[src/rtl/line_fill_buffer.sv]
// -----------------------------------------------------------------------------
// line_fill_buffer
//
// Line-fill engine between the instruction-cache controller and the AXI4 read
// channel. A fill starts on LB_Enable and fetches one cache line as a
// critical-word-first WRAP burst. LB_FirstWord rises as soon as the missed word
// has arrived, so the core can restart early. The assembled line is held until
// the controller drops LB_Enable to acknowledge that it has been written.
//
// Optional build macro: LFB_RESP_CHECK_EN
//   defined   : LB_Error flags RRESP errors and misplaced or missing RLAST
//               (sticky until the next fill starts)
//   undefined : RRESP and RLAST are ignored and LB_Error is tied to 0
//
// Ports
//   Clk, Rst          clock (rising edge), asynchronous active-low reset
//   LB_Enable         request / hold level from the cache controller
//   WordAddress       byte address of the missed word, sampled at fill start
//   LB_FirstWord      critical word is valid in CritData
//   LB_Completed      whole line is valid in LineData
//   LineAddress       line base address of the current or last fill
//   CritData          critical (missed) word
//   LineData          assembled line, word i at [i*DATA_W +: DATA_W]
//   LB_Error          response error seen during the fill
//   AR*/R*            AXI4 read address and read data channels (master side)
// -----------------------------------------------------------------------------
module line_fill_buffer #(
  parameter int WORDS_PER_LINE = 8,
  parameter int DATA_W         = 32,
  parameter int ADDR_W         = 32
) (
  input  logic                             Clk,
  input  logic                             Rst,
  input  logic                             LB_Enable,
  input  logic [ADDR_W-1:0]                WordAddress,
  output logic                             LB_FirstWord,
  output logic                             LB_Completed,
  output logic [ADDR_W-1:0]                LineAddress,
  output logic [DATA_W-1:0]                CritData,
  output logic [WORDS_PER_LINE*DATA_W-1:0] LineData,
  output logic                             LB_Error,
  output logic [ADDR_W-1:0]                ARADDR,
  output logic [7:0]                       ARLEN,
  output logic [2:0]                       ARSIZE,
  output logic [1:0]                       ARBURST,
  output logic                             ARVALID,
  input  logic                             ARREADY,
  input  logic [DATA_W-1:0]                RDATA,
  input  logic [1:0]                       RRESP,
  input  logic                             RLAST,
  input  logic                             RVALID,
  output logic                             RREADY
);

  localparam int IDX_W = $clog2(WORDS_PER_LINE);
  localparam int OFF_W = IDX_W + 2;
  localparam logic [IDX_W-1:0] LAST_BEAT = IDX_W'(WORDS_PER_LINE - 1);

  typedef enum logic [1:0] {
    S_IDLE,
    S_ADDR,
    S_DATA,
    S_DONE
  } state_t;

  state_t           state_reg;
  logic             abort_reg;   // controller dropped LB_Enable mid-fill
  logic [IDX_W-1:0] beat_reg;
  logic [IDX_W-1:0] crit_reg;

  logic             beat_fire;
  logic             last_beat;
  logic [IDX_W-1:0] slot_idx;

  // Burst shape never changes: one full line, word-sized beats, WRAP.
  assign ARLEN   = 8'(WORDS_PER_LINE - 1);
  assign ARSIZE  = 3'b010;
  assign ARBURST = 2'b10;

  // RREADY is high throughout DATA, so a valid beat is always accepted there.
  assign beat_fire = (state_reg == S_DATA) && RVALID;
  assign last_beat = (beat_reg == LAST_BEAT);
  // Natural wrap of the IDX_W-bit sum gives the modulo-line slot.
  assign slot_idx  = crit_reg + beat_reg;

  // Byte-lane bits of the word address carry no information for a word fetch.
  logic unused_addr_bits;
  assign unused_addr_bits = ^WordAddress[1:0];

  // ---------------------------------------------------------------------------
  // Control FSM with registered AXI handshakes and status flags
  // ---------------------------------------------------------------------------
  always_ff @(posedge Clk or negedge Rst) begin
    if (!Rst) begin
      state_reg    <= S_IDLE;
      abort_reg    <= 1'b0;
      beat_reg     <= '0;
      crit_reg     <= '0;
      ARVALID      <= 1'b0;
      RREADY       <= 1'b0;
      ARADDR       <= '0;
      LineAddress  <= '0;
      CritData     <= '0;
      LB_FirstWord <= 1'b0;
      LB_Completed <= 1'b0;
    end else begin
      case (state_reg)
        S_IDLE: begin
          if (LB_Enable) begin
            ARADDR       <= {WordAddress[ADDR_W-1:2], 2'b00};
            LineAddress  <= {WordAddress[ADDR_W-1:OFF_W], {OFF_W{1'b0}}};
            crit_reg     <= WordAddress[OFF_W-1:2];
            beat_reg     <= '0;
            abort_reg    <= 1'b0;
            LB_FirstWord <= 1'b0;
            LB_Completed <= 1'b0;
            ARVALID      <= 1'b1;
            state_reg    <= S_ADDR;
          end
        end

        S_ADDR: begin
          // The burst cannot be cancelled; remember the abort and keep going.
          if (!LB_Enable) abort_reg <= 1'b1;
          if (ARREADY) begin
            ARVALID   <= 1'b0;
            RREADY    <= 1'b1;
            state_reg <= S_DATA;
          end
        end

        S_DATA: begin
          if (!LB_Enable) abort_reg <= 1'b1;
          if (RVALID) begin
            beat_reg <= beat_reg + IDX_W'(1);
            if (beat_reg == '0) begin
              CritData     <= RDATA;
              LB_FirstWord <= 1'b1;
            end
            // Completion is counted, not taken from RLAST.
            if (last_beat) begin
              RREADY <= 1'b0;
              if (abort_reg || !LB_Enable) begin
                LB_FirstWord <= 1'b0;
                state_reg    <= S_IDLE;
              end else begin
                LB_Completed <= 1'b1;
                state_reg    <= S_DONE;
              end
            end
          end
        end

        S_DONE: begin
          if (!LB_Enable) begin
            LB_FirstWord <= 1'b0;
            LB_Completed <= 1'b0;
            state_reg    <= S_IDLE;
          end
        end

        default: state_reg <= S_IDLE;
      endcase
    end
  end

  // ---------------------------------------------------------------------------
  // Line storage: one register per slot, written when its slot comes up
  // ---------------------------------------------------------------------------
  generate
    for (genvar gi = 0; gi < WORDS_PER_LINE; gi++) begin : g_slot
      logic [DATA_W-1:0] word_reg;

      always_ff @(posedge Clk or negedge Rst) begin
        if (!Rst) begin
          word_reg <= '0;
        end else if (beat_fire && (slot_idx == IDX_W'(gi))) begin
          word_reg <= RDATA;
        end
      end

      assign LineData[gi*DATA_W +: DATA_W] = word_reg;
    end
  endgenerate

  // ---------------------------------------------------------------------------
  // Response checking
  // ---------------------------------------------------------------------------
`ifdef LFB_RESP_CHECK_EN
  logic error_reg;

  always_ff @(posedge Clk or negedge Rst) begin
    if (!Rst) begin
      error_reg <= 1'b0;
    end else if ((state_reg == S_IDLE) && LB_Enable) begin
      error_reg <= 1'b0;
    end else if (beat_fire && ((RRESP != 2'b00) || (RLAST != last_beat))) begin
      error_reg <= 1'b1;
    end
  end

  assign LB_Error = error_reg;
`else
  logic unused_resp;
  assign unused_resp = ^{RRESP, RLAST};
  assign LB_Error    = 1'b0;
`endif

endmodule

[config.mk]
export PLATFORM = sky130hd
export DESIGN_NAME = line_fill_buffer
export DESIGN_NICKNAME = d
export VERILOG_FILES = /design/src/rtl/line_fill_buffer.sv
export SDC_FILE = /design/constraint.sdc
export NUM_CORES = 1
export LEC_CHECK = 0
export ABC_AREA = 1
export BUFFER_PORTS_ARGS = -buffer_cell sky130_fd_sc_hd__buf_2
export CORE_ASPECT_RATIO = 2
export CORE_MARGIN = 1.5
export CORE_UTILIZATION = 45
export DETAILED_ROUTE_END_ITERATION = 8
export HOLD_SLACK_MARGIN = 0.08
export PLACE_DENSITY = 0.69
export SLEW_MARGIN = 10
export SYNTH_ARGS = -nofsm -noshare
export SYNTH_HDL_FRONTEND = slang
export SYNTH_SLANG_ARGS = --single-unit
[constraint.sdc]
create_clock -name Clk -period 5.55 [get_ports Clk]
set_clock_uncertainty 0.2 [all_clocks]
set_input_delay 0.8325 -clock Clk [delete_from_list [all_inputs] [get_ports Clk]]
set_output_delay 0.8325 -clock Clk [all_outputs]
set_load 0.01 [all_outputs]
==> results.json <==
{
  "root_buffer": "clkbuf_16",
  "seqCellArea_sq_mm": 0.008208,
  "clock_path_buffers": 3,
  "die_h_microns": 251.4,
  "r2r_slack_ps": 1770,
  "grt_pass1_vias": 11272,
  "numCtsBuffers": 29,
  "initialDrtViolationCount": 822,
  "hold_ws_ps": 263.6,
  "diodes": 0,
  "crit_fanout": 33,
  "synth_cell_types": 20,
  "worst_path_max_delay_cell": "nand3_2",
  "final_layout_size_suffix_gt1_share_pct": 26.49,
  "ys_ff_latch": 328,
  "n_fill_cell": 2823,
  "start_util_pct": 45.84,
  "ir_worst_vdd_mv": 0.4075,
  "globalplace.congestion": 0.8669,
  "dp_slack_ps": 1717,
  "status": "complete, no violations",
  "die_area_sq_mm": 0.03198,
  "nets": 1953,
  "leakagePower_uw": 0.009874,
  "hp-class": "register to register",
  "avgViaCountPerCell": 5.253,
  "yosys_warnings": 0,
  "overflow": 0,
  "clock_latency_ps": 550,
  "layout_common_cells": "nand2_1, buf_2, dfrtp_1",
  "route.detailed.drc": 0,
  "crit_path_start": "crit_reg[0]",
  "wire_per_inst_microns": 19.50,
  "tightest_slew_ps": 1054,
  "setup_viol": 0,
  "fmax_mhz": 264.8,
  "power_uw": 10110,
  "grt_usage_pct": 27.02,
  "cp-start-kind": "register",
  "layout_commonest_cell": "nand2_1",
  "cts_resized": 0,
  "multi_input_area_sq_mm": 0.004634,
  "finalCriticalPeriod_ps": 3776,
  "io_buffers": 415,
  "hold_viol_final": 0,
  "drv_slew": 0,
  "synth_seq_area_share_pct": 59.11,
  "grt_pass1_wl_microns": 66310,
  "antenna_left": 0,
  "antenna_found_initial": 0,
  "cts_max_level": 1,
  "r2r-start": "crit_reg[0]",
  "coreArea_sq_mm": 0.03029,
  "reg2reg_depth": 8,
  "via_count": 11866,
  "crit_arrival_ps": 4010,
  "cpPeakStageDelay_ps": 920,
  "rows": 90,
  "max-slew-margin-rel_pct": 29.56,
  "area_growth_pct": 19.50,
  "dr.pass1.iters": 5,
  "power.density_mw_per_mm2": 609.2,
  "worstSetupPathType": "register to register",
  "netlist_instances": 1570,
  "worstPathCellList": "ha_1 > inv_1 > fa_1 > inv_1 > nor2_4 > nand3_2 > nand2_1 > nand2_1",
  "holdPathStages": 2,
  "finalCritPeriodShare_pct": 68.03,
  "routed_wirelength_microns": 44040,
  "io_pins": 442,
  "setup_tns_ps": 0,
  "setup.worst_path.end_class": "register",
  "clock-sinks": 328,
  "cts_tree": "yes",
  "hold_start": "CritData[22]",
  "synth.avg_cell_area_sq_um": 8.844,
  "grt_start_max_net_pins": 161,
  "rsz0062_at_grt": "no",
  "fin_util_pct": 54.78,
  "mappedNetlistArea_sq_mm": 0.01389,
  "largest_reg_flops": 256,
  "maxCapViolCount": 0,
  "die_x_microns": 127.2,
  "layout_setup_ws_ps": 1774,
  "required_ps": 5780,
  "clkTransAtPathRegs_ps": 70,
  "dpl.hpwl_microns": 29360
}
==> through the flow <==
step	cells	cell area, sq um
2_1_floorplan	1589	13960
4_1_cts	2259	16590
3_5_place_dp	2207	15590
5_1_grt	2259	16590
3_3_place_gp	2207	15590
6_report	2259	16590
==> cells by family (layout without fill, tap and decap cells) <==
| group | count (synthesis) | after routing | synth area share [%] |
|---|---|---|---|
| other cells | 2 | 21 | 0.05408 |
| buf+inv | 201 | 503 | 8.623 |
| compound gates | 15 | 15 | 0.5587 |
| flops | 328 | 328 | 59.11 |
| simple gates | 1014 | 1014 | 30.70 |
| fa+ha+maj | 10 | 10 | 0.9551 |
==> worst paths after layout <==
check                                         end
max                        g_slot[5].word_reg[11]
min                                  CritData[22]
max reg2reg                g_slot[5].word_reg[11]
min reg2reg                          CritData[22]
max in group asynchronous  g_slot[2].word_reg[13]
min in group asynchronous            LB_FirstWord
==> cells in the mapped netlist <==
| cell type | instances | area (sq um) |
|---|---|---|
| nand2_2 | 2 | 12.51 |
| o21ai_0 | 12 | 60.06 |
| nor2_2 | 2 | 12.51 |
| o211ai_1 | 1 | 7.510 |
| nor2_1 | 8 | 30.03 |
| dfrtp_1 | 328 | 8208 |
| buf_4 | 74 | 555.5 |
| inv_1 | 23 | 86.33 |
| buf_2 | 54 | 270.3 |
| inv_2 | 1 | 3.750 |
| buf_6 | 13 | 146.4 |
| ha_1 | 9 | 112.6 |
| nand3_1 | 297 | 1486 |
| a21oi_1 | 2 | 10.01 |
| clkbuf_1 | 35 | 131.4 |
| nand3_2 | 12 | 120.1 |
| conb_1 | 2 | 7.510 |
| clkinv_1 | 1 | 3.750 |
| fa_1 | 1 | 20.02 |
| nand2_1 | 693 | 2601 |
==> where the power goes <==
part | switching (uW) | total [uW] | internal, uW
registers | 606 | 4040 | 3430
clock network | 893 | 2120 | 1230
logic | 2600 | 3950 | 1340
==> worst max-delay path, delay by kind of cell, from the launching register on <==
family | cells | cell delay [ps]
fa+ha+maj | 2 | 790
flops | 1 | 440
buf+inv | 2 | 200
simple gates | 4 | 2030
==> per-layer routing <==
metal | GRT usage [%] | vias to the layer above | wire length (microns)
met4 | 15.97 | 0 | 2688
met1 | 31.14 | 5676 | 15990
met2 | 47.52 | 599 | 22690
met5 | 0 | - | 0
met3 | 3.711 | 121 | 2669
li1 | - | 5470 | -
==> what timing repair did <==
item                      CTS  global route
hold buffers                1             0
setup buffers               0             0
hold endpoints to repair   28             0
==> final cells by class <==
cell class / instances / share of cell area [%]
flip-flops and latches: 328 / 49.46
multi-input cells: 1060 / 27.93
repair buffers: 427 / 13.29
clock buffers: 44 / 5.316
well taps: 368 / 2.775
clock inverters: 7 / 0.6636
inverters: 25 / 0.5655
Power figures use the tool's default switching activity.
